### src/rtl/spi_master_multi_if.sv
// Bundle between the local controller and the SPI pins for spi_master_multi.
// The master modport is the SPI master's view. The slave modport is the opposite side:
// the controller and the off-chip device.
interface spi_master_multi_if #(
  parameter int unsigned WIDTH  = 8,
  parameter int unsigned NUM_SS = 4
);
  localparam int unsigned SSW = (NUM_SS > 1) ? $clog2(NUM_SS) : 1;

  logic             start;
  logic             cpol;
  logic             cpha;
  logic [SSW-1:0]   ss_sel;
  logic [WIDTH-1:0] data_in;
  logic             busy;
  logic             done;
  logic [WIDTH-1:0] data_out;
  logic             sclk;
  logic             mosi;
  logic             miso;
  logic [NUM_SS-1:0] ss_n;

  modport master (
    input  start, cpol, cpha, ss_sel, data_in, miso,
    output busy, done, data_out, sclk, mosi, ss_n
  );

  modport slave (
    output start, cpol, cpha, ss_sel, data_in, miso,
    input  busy, done, data_out, sclk, mosi, ss_n
  );
endinterface

### src/rtl/spi_master_multi.sv
// Parametrised SPI master: one full-duplex frame per accepted start, any CPOL/CPHA mode,
// programmable SCLK half-period, configurable width and bit order, NUM_SS active-low selects.
module spi_master_multi #(
  parameter int unsigned WIDTH     = 8,
  parameter int unsigned NUM_SS    = 4,
  parameter int unsigned CLK_DIV   = 4,
  parameter bit          LSB_FIRST = 1'b0
) (
  input  logic clk,
  input  logic rst,
  spi_master_multi_if.master bus
);
  localparam int unsigned SSW = (NUM_SS > 1) ? $clog2(NUM_SS) : 1;
  localparam int unsigned DW  = (CLK_DIV > 1) ? $clog2(CLK_DIV) : 1;
  localparam int unsigned TW  = $clog2(2 * WIDTH);

  typedef enum logic [2:0] {IDLE, SETUP, XFER, HOLD, GAP} state_t;

  state_t           state;
  logic [DW-1:0]    div_cnt;
  logic [TW-1:0]    tog_cnt;
  logic             cpha_q;
  logic [WIDTH-1:0] tx_sr;
  logic [WIDTH-1:0] rx_sr;
  logic             tick;
  logic             leading;
  logic             last_tog;

  function automatic logic first_bit(input logic [WIDTH-1:0] v);
    return LSB_FIRST ? v[0] : v[WIDTH-1];
  endfunction

  function automatic logic [WIDTH-1:0] shift_tx(input logic [WIDTH-1:0] v);
    return LSB_FIRST ? (v >> 1) : (v << 1);
  endfunction

  function automatic logic [WIDTH-1:0] shift_rx(input logic [WIDTH-1:0] v, input logic b);
    return LSB_FIRST ? {b, v[WIDTH-1:1]} : {v[WIDTH-2:0], b};
  endfunction

  // Out-of-range selects decode to all lines high.
  function automatic logic [NUM_SS-1:0] ss_decode(input logic [SSW-1:0] sel);
    logic [NUM_SS-1:0] v;
    v = '1;
    for (int unsigned i = 0; i < NUM_SS; i++) begin
      if (32'(sel) == i) v[i] = 1'b0;
    end
    return v;
  endfunction

  // Half-period tick and position of the current SCLK toggle within the frame.
  always_comb begin
    tick     = (state != IDLE) && (div_cnt == DW'(CLK_DIV - 1));
    leading  = ~tog_cnt[0];
    last_tog = (tog_cnt == TW'(2 * WIDTH - 1));
  end

  // Frame sequencer, divider, shift registers and all registered pin/handshake outputs.
  // tx_sr always holds the bits not yet presented on mosi. In mode cpha=0 the first bit is
  // presented at start, so tx_sr is loaded pre-shifted. Both modes then see exactly WIDTH
  // presentations.
  always_ff @(posedge clk or posedge rst) begin
    if (rst) begin
      state        <= IDLE;
      div_cnt      <= '0;
      tog_cnt      <= '0;
      cpha_q       <= 1'b0;
      tx_sr        <= '0;
      rx_sr        <= '0;
      bus.sclk     <= 1'b0;
      bus.mosi     <= 1'b0;
      bus.ss_n     <= '1;
      bus.busy     <= 1'b0;
      bus.done     <= 1'b0;
      bus.data_out <= '0;
    end else begin
      bus.done <= 1'b0;

      if (state == IDLE || tick) div_cnt <= '0;
      else                       div_cnt <= div_cnt + 1'b1;

      case (state)
        IDLE: begin
          bus.sclk <= bus.cpol;
          bus.ss_n <= '1;
          if (bus.start) begin
            cpha_q   <= bus.cpha;
            rx_sr    <= '0;
            tog_cnt  <= '0;
            bus.busy <= 1'b1;
            bus.ss_n <= ss_decode(bus.ss_sel);
            if (!bus.cpha) begin
              bus.mosi <= first_bit(bus.data_in);
              tx_sr    <= shift_tx(bus.data_in);
            end else begin
              tx_sr    <= bus.data_in;
            end
            state <= SETUP;
          end
        end

        SETUP: begin
          if (tick) state <= XFER;
        end

        XFER: begin
          if (tick) begin
            bus.sclk <= ~bus.sclk;
            tog_cnt  <= tog_cnt + 1'b1;
            if (leading) begin
              if (cpha_q) begin
                bus.mosi <= first_bit(tx_sr);
                tx_sr    <= shift_tx(tx_sr);
              end else begin
                rx_sr <= shift_rx(rx_sr, bus.miso);
              end
            end else begin
              if (cpha_q) begin
                rx_sr <= shift_rx(rx_sr, bus.miso);
              end else if (!last_tog) begin
                bus.mosi <= first_bit(tx_sr);
                tx_sr    <= shift_tx(tx_sr);
              end
            end
            if (last_tog) state <= HOLD;
          end
        end

        HOLD: begin
          if (tick) begin
            bus.ss_n <= '1;
            state    <= GAP;
          end
        end

        GAP: begin
          if (tick) begin
            bus.data_out <= rx_sr;
            bus.done     <= 1'b1;
            bus.busy     <= 1'b0;
            state        <= IDLE;
          end
        end

        default: state <= IDLE;
      endcase
    end
  end
endmodule

### src/flat_wrapper.sv
// flat-port wrapper written by rule: the top's interface ports become plain ports
module spi_master_multi_flat 
#(
  parameter int unsigned WIDTH     = 8,
  parameter int unsigned NUM_SS    = 4,
  parameter int unsigned CLK_DIV   = 4,
  parameter bit          LSB_FIRST = 1'b0
)
  (clk, rst, bus_start, bus_cpol, bus_cpha, bus_ss_sel, bus_data_in, bus_miso, bus_busy, bus_done, bus_data_out, bus_sclk, bus_mosi, bus_ss_n);
  spi_master_multi_if #(.WIDTH(WIDTH), .NUM_SS(NUM_SS)) bus_i ();
  input  logic clk;
  input  logic rst;
  input wire logic [$bits(bus_i.start)-1:0] bus_start;
  input wire logic [$bits(bus_i.cpol)-1:0] bus_cpol;
  input wire logic [$bits(bus_i.cpha)-1:0] bus_cpha;
  input wire logic [$bits(bus_i.ss_sel)-1:0] bus_ss_sel;
  input wire logic [$bits(bus_i.data_in)-1:0] bus_data_in;
  input wire logic [$bits(bus_i.miso)-1:0] bus_miso;
  output wire logic [$bits(bus_i.busy)-1:0] bus_busy;
  output wire logic [$bits(bus_i.done)-1:0] bus_done;
  output wire logic [$bits(bus_i.data_out)-1:0] bus_data_out;
  output wire logic [$bits(bus_i.sclk)-1:0] bus_sclk;
  output wire logic [$bits(bus_i.mosi)-1:0] bus_mosi;
  output wire logic [$bits(bus_i.ss_n)-1:0] bus_ss_n;
  assign bus_i.start = bus_start;
  assign bus_i.cpol = bus_cpol;
  assign bus_i.cpha = bus_cpha;
  assign bus_i.ss_sel = bus_ss_sel;
  assign bus_i.data_in = bus_data_in;
  assign bus_i.miso = bus_miso;
  assign bus_busy = bus_i.busy;
  assign bus_done = bus_i.done;
  assign bus_data_out = bus_i.data_out;
  assign bus_sclk = bus_i.sclk;
  assign bus_mosi = bus_i.mosi;
  assign bus_ss_n = bus_i.ss_n;
  spi_master_multi #(.WIDTH(WIDTH), .NUM_SS(NUM_SS), .CLK_DIV(CLK_DIV), .LSB_FIRST(LSB_FIRST)) u_core (.clk(clk), .rst(rst), .bus(bus_i));
endmodule
### config.mk
export PLATFORM = sky130hd
export DESIGN_NAME = spi_master_multi_flat
export DESIGN_NICKNAME = d
export VERILOG_FILES = /design/src/rtl/spi_master_multi_if.sv /design/src/rtl/spi_master_multi.sv /design/src/flat_wrapper.sv
export SDC_FILE = /design/constraint.sdc
export NUM_CORES = 1
export LEC_CHECK = 0
export CAP_MARGIN = 25
export CORE_UTILIZATION = 59
export CTS_BUF_LIST = sky130_fd_sc_hd__clkbuf_2
export DETAILED_ROUTE_END_ITERATION = 7
export PLACE_DENSITY = 0.94
export SYNTH_ARGS = -nofsm -noshare
export SYNTH_HDL_FRONTEND = slang
export SYNTH_SLANG_ARGS = --single-unit
export TNS_END_PERCENT = 100
### constraint.sdc
create_clock -name clk -period 2.54 [get_ports clk]
set_input_delay 0.254 -clock clk [delete_from_list [all_inputs] [get_ports clk]]
set_output_delay 0.254 -clock clk [all_outputs]
set_load 0.05 [all_outputs]
# Yosys cells after proc, flatten, opt, wreduce, memory -nomap -nowiden
# Index checks and enable logic that the tools add are counted.
# totals
wordCells,101
inputBits,16
register_bits,42
output_inout_bits,16
# classes
n_mux,47
n_addsub,2
n_reduce_logical,18
eq_ne,21
bitwise,1
# op_table
operator,n
8-bit two-way mux,12
8-bit one-hot mux with 2 select lines,2
3-bit two-way mux,6
1-bit two-way mux,16
4-bit two-way mux,4
4-bit one-hot mux with 2 select lines,2
3-bit one-hot mux with 5 select lines,1
6-bit AND reduction,2
"2-bit by 1-bit inequality test with 1-bit output, second input constant",5
2-bit AND reduction,4
7-bit AND reduction,1
"2-bit equality test, second input constant",3
"3-bit by 2-bit equality test with 1-bit output, second input constant",2
"3-bit by 2-bit inequality test with 1-bit output, second input constant",2
"3-bit inequality test, second input constant",2
1-bit one-hot mux with 2 select lines,3
3-bit AND reduction,2
2-bit nonzero test,3
5-bit AND reduction,1
"4-bit by 1-bit adder with 4-bit output, second input constant",1
"4-bit equality test, second input constant",1
"2-bit inequality test, second input constant",2
"3-bit by 1-bit equality test with 1-bit output, second input constant",1
"3-bit equality test, second input constant",1
other kinds (10),10

# Longest topological paths before layout
# Gate-level depths: netlist (run 1).
# logic_depth
word_depth,6
mapped_depth,6

# Least setup slack after synthesis (run 1)
# No wires, ideal clock.
# synth_path
kind,flip-flop to flip-flop
startpoint,register u_core.state[0]
endpoint,register u_core.tx_sr[2]
path_stages_with_launch,6
n_path_buf,1
t_required_ns,2.415
t_arrival_ns,1.572
setup_slack_ns,0.843
path_cell_list,dfrtp_1 buf_6 nor2_1 nand2_1 nor2_2 mux2_2
# synth_between
elab_chain_len,4
word_cells_on_any_way,12
classes_between,eq/ne (6); mux (1); reduce/logical (5)
# synth_rtl
element,line,rtl
start: declaration,spi_master_multi.sv:19,state_t state;
start signal: assignment,spi_master_multi.sv:64,state <= IDLE;
start signal: assignment,spi_master_multi.sv:98,state <= SETUP;
start signal: assignment,spi_master_multi.sv:103,if (tick) state <= XFER;
3-bit nonzero test,spi_master_multi.sv:53,tick = (state != IDLE) && (div_cnt == DW'(CLK_DIV - 1));
1-bit logical AND,spi_master_multi.sv:53,
2-bit by 1-bit inequality test with 1-bit output (no source line),n/a,
6-bit AND reduction (no source line),n/a,
end signal: assignment,spi_master_multi.sv:94,tx_sr <= shift_tx(bus.data_in);
end signal: assignment,spi_master_multi.sv:96,tx_sr <= bus.data_in;
end signal: assignment,spi_master_multi.sv:113,tx_sr <= shift_tx(tx_sr);
end: declaration,spi_master_multi.sv:23,logic [WIDTH-1:0] tx_sr;
# Parallel ways exist; a longest one is shown, timed or not.
# A chain may end at the register's enable or synchronous reset.

# Final worst setup path (run 1)
# layout_path
startpoint,register u_core.state[2]
endpoint,register u_core.tx_sr[4]
# Same word-level chain as after synthesis.

==> results of run 1 <==
-- power by group through the flow --
stage               Combinational [W]  Sequential (W)  Clock [W]
floorplan                    0.000526         0.00113          0
global placement             0.000831         0.00100          0
detailed placement           0.000873         0.00102          0
CTS                          0.000878         0.00101   0.000393
global route                 0.000949         0.00104   0.000422
finish                       0.000875         0.00101   0.000389
-- worst max-delay path, cell delays in order, from the launching register on --
cell and delay, ns:
dfrtp_1 0.56, nor2_1 0.40, nand2_1 0.30, nor2_2 0.36, mux2_2 0.39
-- path summary, 6_finish.rpt --
kind	start	to	slack (ns)
min in group clk	bus_miso	u_core.rx_sr[0]	0.34
min	rst	u_core.rx_sr[5]	0.23
max in group asynchronous	rst	u_core.bus.data_out[1]	1.94
min reg2reg	u_core.div_cnt[0]	u_core.div_cnt[0]	0.46
max	u_core.state[2]	u_core.tx_sr[4]	0.42
max reg2reg	u_core.state[2]	u_core.tx_sr[4]	0.42
-- sequential cells by signal (all words and copies together) (netlist names) --
register             cells
u_core.bus.busy          1
u_core.bus.data_out      8
u_core.bus.done          1
u_core.bus.mosi          1
u_core.bus.sclk          1
u_core.bus.ss_n          4
u_core.cpha_q            1
u_core.div_cnt           2
u_core.rx_sr             8
u_core.state             3
u_core.tog_cnt           4
u_core.tx_sr             8
-- cells in the final DEF, fill, tap and decap left out, types with 2 or more instances in the layout --
| master | count |
|---|---|
| nor2b_1 | 2 |
| a21oi_1 | 4 |
| clkdlybuf4s50_1 | 31 |
| mux2_2 | 17 |
| o31ai_1 | 2 |
| clkbuf_2 | 6 |
| nand3_1 | 5 |
| dfstp_2 | 4 |
| inv_1 | 3 |
| mux2i_1 | 7 |
| nand2_1 | 36 |
| buf_4 | 2 |
| xor2_1 | 3 |
| nor3_1 | 3 |
| o22ai_1 | 2 |
| dfrtp_1 | 38 |
| nor2_1 | 10 |
| o21ai_0 | 21 |
| and3_1 | 2 |
| ha_1 | 2 |
-- layout make-up --
class                   instances  area (um2)
clock buffers                   6        30.0
fillers                       231         733
multi-input cells             129         830
inverters                       3        11.3
flip-flops and latches         42        1060
well taps                      44        55.1
clock inverters                 2        37.5
repair buffers                 33         325
-- per-layer routing --
metal,GRT usage (%),share of wire (%)
met1,32.4,43
met2,41.9,50
met3,6.11,5.2
met4,11.2,2.0
met5,0,0
-- per-stage QoR --
| step | cells | hold slack, ns | setup slack [ns] | utilization [%] | cell area [um2] |
|---|---|---|---|---|---|
| detailed placement | 251 | 0.439 | 0.484 | 74.0 | 2280 |
| finish | 259 | 0.227 | 0.421 | 76.2 | 2340 |
| CTS | 259 | 0.220 | 0.450 | 76.2 | 2340 |
| global route | 259 | 0.238 | 0.293 | 76.2 | 2340 |
| global placement | 251 | 0.424 | 0.598 | 74.0 | 2280 |
| floorplan | 183 | 0.305 | 0.843 | - | 1940 |
-- cells by family after synthesis --
logic type,count (synthesis),synth area share (%)
xor gates and xnor gates,4,1.80
adders and majority gates,2,1.29
buffers and inverters,12,2.90
and+or+nand+nor,63,14.5
AOI/OAI and AO/OA,36,11.7
muxes,24,13.5
DFF,42,54.4
==> flow_metrics.py, run 1 <==
metrics = {
    "global_routing": {
        "grt_pass1_wl_mm": 6.35,
        "antenna_found_initial": 0,
        "grt_max_degree": 43,
        "grt_use_total_pct": 25.6,
        "overflow": 0,
        "grt_pass1_vias": 1384,
    },
    "pwr": {
        "ir_worst_vdd_v": 0.000463,
        "leakage_nw": 1.02,
        "total_power_w": 0.00227,
        "p_int_w": 0.00138,
        "power.density_nw_per_um2": 969,
        "switching_share_pct": 39.1,
        "power_frac_clock_pct": 17.1,
        "p_comb_share_pct": 38.5,
        "switchingPower_w": 0.000889,
        "p_seq_share_pct": 44.4,
    },
    "logic_synthesis": {
        "synth_common_cells": "dfrtp_1 (38), nand2_1 (36), o21ai_0 (21)",
        "synth_warnings": 0,
        "synth-seq-cells": 42,
        "yosysUniqueCellTypes": 33,
        "synth_area_per_cell_um2": 10.6,
        "ys_async_sr_fraction_pct": 100,
        "synth-edff-count": 0,
        "post-synth-top-count-cell": "dfrtp_1",
        "yosys.area.top_type_share_pct": 49.0,
        "synthTopCellsByArea": "dfrtp_1 (49%), mux2_2 (9.9%), nand2_1 (7.0%)",
        "synth_area_leader_cell": "dfrtp_1",
        "ys_seq_area_share_pct": 54.4,
        "synth_ff_type": "dfrtp_1",
        "synth_area_um2": 1940,
        "synth_nets": 201,
        "syn_inst": 183,
    },
    "die": {
        "rows": 20,
        "core_um2": 3080,
        "die-area_um2": 3520,
        "start_util_pct": 63.1,
        "die_w_um": 59.4,
        "io_pins": 32,
        "die_h_um": 59.4,
    },
    "clocking": {
        "cts_tree": "done",
        "cts_hold_buf": 0,
        "cts_setup_buffers": 0,
        "htreeDepth": 2,
        "cts_buffers": 5,
        "clock-root-buffer": "clkbuf_2",
        "cts_resized": 0,
        "clk_pin_slew_ns": 0.22,
        "clk-insertion-delay-late_ns": 0.42,
        "clock_path_buffers": 2,
        "cts_sinks": 42,
    },
    "sta": {
        "fmax_mhz": 472,
        "setup_violations": 0,
        "slew_headroom_pct": 61.2,
        "fin_tns_setup_ns": 0,
        "period_share_pct": 83.4,
        "slew_viol_final": 0,
        "worst_slew_pin_slew_ns": 0.580,
        "finClkSkew_ns": 0.0252,
        "hold_violations": 0,
        "layout_min_cycle_time_ns": 2.12,
        "rsz0062_at_grt": "no",
    },
    "route": {
        "first_pass_iters": 5,
        "vias": 1441,
        "via_per_inst": 5.56,
        "post-route-drc-count": 0,
        "drtIter0Drc": 101,
        "wire_per_inst_um": 15.0,
        "drtAntennaViolNets": 0,
        "routed_wl_mm": 3.89,
    },
    "placed_design": {
        "io_buffers": 31,
        "hpwl_mm": 2.78,
        "gp_congestion": 0.805,
    },
    "layout": {
        "area_growth_pct": 20.7,
        "antennaDiodeCount": 0,
        "drive_gt1_share_pct": 17.2,
        "fin_nets": 232,
    },
    "run_status": {
        "outcome": "finished, final reports clean",
    },
    "worst_setup_path": {
        "critPathCaptureType": "flop",
        "crit_type": "flop to flop",
        "reg2regPathDepth": 4,
        "arrival_ns": 2.43,
        "cp.required_ns": 2.85,
        "path_max_fanout": 12,
        "start_kind": "flop",
    },
    "hold_path": {
        "hold_class": "input pin to async pin",
    },
    "run": {
        "maxCapViolCount": 0,
    },
}
No activity file was read; power rests on OpenSTA's default activity.
==> inputs of run 2 (changes only) <==
--- a/config.mk
+++ b/config.mk
@@ -6,10 +6,10 @@
 export NUM_CORES = 1
 export LEC_CHECK = 0
 export CAP_MARGIN = 25
-export CORE_UTILIZATION = 59
+export CORE_UTILIZATION = 49
 export CTS_BUF_LIST = sky130_fd_sc_hd__clkbuf_2
 export DETAILED_ROUTE_END_ITERATION = 7
-export PLACE_DENSITY = 0.94
+export PLACE_DENSITY = 0.84
 export SYNTH_ARGS = -nofsm -noshare
 export SYNTH_HDL_FRONTEND = slang
 export SYNTH_SLANG_ARGS = --single-unit
==> constraint.sdc (replaced) <==
create_clock -name clk -period 1.9 [get_ports clk]
set_input_delay 0.19 -clock clk [delete_from_list [all_inputs] [get_ports clk]]
set_output_delay 0.19 -clock clk [all_outputs]
set_load 0.05 [all_outputs]
==> run 2 against run 1 <==
Global-route usage is 6.5 points lower. Utilization fell by 12 points. Sequential power increased by 27%. Register-to-register slack lost 0.27 ns. First-iteration DRC count shrank 4.0%. Via count fell by 0.49%. Power increased by 29%. Combinational power rose by 47%. Die area increased by 20%. Routed wire length shrank 8.4%. Worst setup slack worse by 0.34 ns. Clock-buffer cell count unchanged. Critical endpoint is now bus_sclk.
==> flow_metrics.py, run 2 (same netlist as run 1, synthesis figures left out) <==
metrics = {
    "worst_setup_path": {
        "start_kind": "flop",
        "worst-path-buf-inv": 1,
        "cp_slowest_cell": "clkdlybuf4s50_1",
        "critPathCaptureType": "primary output",
        "crit_chain": "clkdlybuf4s50_1",
        "arrival_ns": 1.62,
        "critPathTopFamily": "buffers and inverters",
        "path_max_fanout": 4,
        "cp.required_ns": 1.71,
        "crit_type": "flop to primary output",
        "slowest_delay_ns": 0.81,
        "reg2reg_setup_slack_ns": 0.15,
    },
    "die": {
        "core_um2": 3740,
        "die_w_um": 65.0,
        "rows": 22,
        "start_util_pct": 51.9,
        "die-area_um2": 4220,
        "die_h_um": 65.0,
        "io_pins": 32,
    },
    "layout": {
        "final_common_cell": "dfrtp_1",
        "fin_util_pct": 64.1,
        "antennaDiodeCount": 0,
        "area_growth_pct": 23.5,
        "fin_nets": 243,
        "mostFrequentLayoutCells": "dfrtp_1 (38), nand2_1 (36), clkdlybuf4s50_1 (27)",
        "drive_gt1_share_pct": 20.8,
        "nFillCells": 323,
        "final_cells": 274,
        "top_regs": "u_core.bus.data_out (8), u_core.rx_sr (8), u_core.tx_sr (8)",
    },
    "pwr": {
        "p_comb_share_pct": 43.9,
        "p_seq_share_pct": 43.6,
        "ir_worst_vdd_v": 0.000705,
        "leakage_nw": 1.06,
        "power.density_nw_per_um2": 1230,
        "power_frac_clock_pct": 12.5,
        "switching_share_pct": 39.6,
        "switchingPower_w": 0.00117,
        "p_int_w": 0.00178,
    },
    "sta": {
        "slew_viol_final": 0,
        "fmax_mhz": 551,
        "layout_min_cycle_time_ns": 1.81,
        "rsz0062_at_grt": "no",
        "finClkSkew_ns": 0.0140,
        "period_share_pct": 95.5,
        "worst_slew_pin_slew_ns": 0.519,
        "worst_slack_ns": 0.0853,
        "slew_headroom_pct": 65.4,
        "fin_tns_setup_ns": 0,
        "hold_violations": 0,
        "whs_ns": 0.187,
        "setup_violations": 0,
    },
    "clocking": {
        "cts_hold_buf": 0,
        "htreeDepth": 2,
        "clock-root-buffer": "clkbuf_2",
        "cts_sinks": 42,
        "cts_tree": "done",
        "clk-insertion-delay-late_ns": 0.40,
        "cts_buffers": 5,
        "clock_path_buffers": 2,
        "cts_resized": 4,
        "clk_pin_slew_ns": 0.19,
        "cts_setup_buffers": 0,
    },
    "route": {
        "drtIter0Drc": 97,
        "drtAntennaViolNets": 0,
        "post-route-drc-count": 0,
        "wire_per_inst_um": 13.0,
        "via_per_inst": 5.23,
        "vias": 1434,
        "routed_wl_mm": 3.57,
        "first_pass_iters": 4,
    },
    "hold_path": {
        "hold_class": "input pin to async pin",
    },
    "global_routing": {
        "grt_pass1_vias": 1317,
        "grt_max_degree": 43,
        "grt_pass1_wl_mm": 5.93,
        "grt_use_total_pct": 19.1,
        "overflow": 0,
        "antenna_found_initial": 0,
    },
    "placed_design": {
        "gp_congestion": 0.795,
        "pre_cts_ws_ns": 0.0822,
        "io_buffers": 31,
        "hpwl_mm": 2.52,
        "dpl.cell_count": 266,
    },
    "run_status": {
        "outcome": "finished, final reports clean",
    },
    "run": {
        "maxCapViolCount": 0,
    },
}
==> run 2: cell types whose count changed in the layout (fill, tap and decap cells not counted) <==
cell             previous run  this run
buf_4                       2        13
clkdlybuf4s50_1            31        27
dlygate4sd2_1               0         4
bufinv_16                   1         0
clkinv_1                    0         1
clkinv_2                    0         1
clkinvlp_4                  1         0
==> run 2: metrics by stage <==
stage / power (W) / instance area (um2)
floorplan: 0.00222 / 1940
global placement: 0.00258 / 2360
detailed placement: 0.00263 / 2360
CTS: 0.00296 / 2400
global route: 0.00314 / 2400
finish: 0.00294 / 2400
==> run 2: layout make-up <==
class	count	area, um2	area share (%)
flip-flops and latches	42	1060	44.0
multi-input cells	129	830	34.6
repair buffers	44	403	16.8
well taps	48	60.1	2.50
clock buffers	6	30.0	1.25
inverters	3	11.3	0.469
clock inverters	2	8.76	0.365
==> run 2: path summary, 6_finish.rpt <==
| check | from | endpoint | cells after the start |
|---|---|---|---|
| worst max-delay path | u_core.bus.sclk | bus_sclk | 1 |
| worst min-delay path | rst | u_core.tx_sr[4] | 3 |
| worst max register to register | u_core.div_cnt[0] | u_core.tx_sr[3] | 5 |
| worst min register to register | u_core.div_cnt[0] | u_core.div_cnt[0] | 1 |
| max in group asynchronous | rst | u_core.bus.ss_n[2] | 3 |
| min in group clk | bus_miso | u_core.rx_sr[0] | 3 |
==> run 2: power by group through the flow <==
stage | Clock [W] | Combinational (W) | Sequential (W)
finish | 0.000369 | 0.00129 | 0.00128
global route | 0.000422 | 0.00141 | 0.00131
CTS | 0.000377 | 0.00130 | 0.00128
detailed placement | 0 | 0.00133 | 0.00130
global placement | 0 | 0.00129 | 0.00129
floorplan | 0 | 0.000703 | 0.00152
==> run 2: worst reg2reg max path, stage by stage, from the launching register on <==
cell and delay, ns:
dfrtp_1 0.39, ha_1 0.26, mux2_2 0.23, nand2_1 0.12
nor2_2 0.29, mux2_2 0.38
==> run 2: routing by layer <==
metal | GRT usage (%) | part of all wire [%] | wire length (um) | vias up
li1 | - | - | - | 718
met2 | 30.3 | 48 | 1710 | 35
met4 | 6.11 | 0.87 | 31 | 0
met1 | 24.6 | 46 | 1650 | 677
met5 | 0 | 0 | 0 | -
met3 | 6.16 | 4.9 | 173 | 4
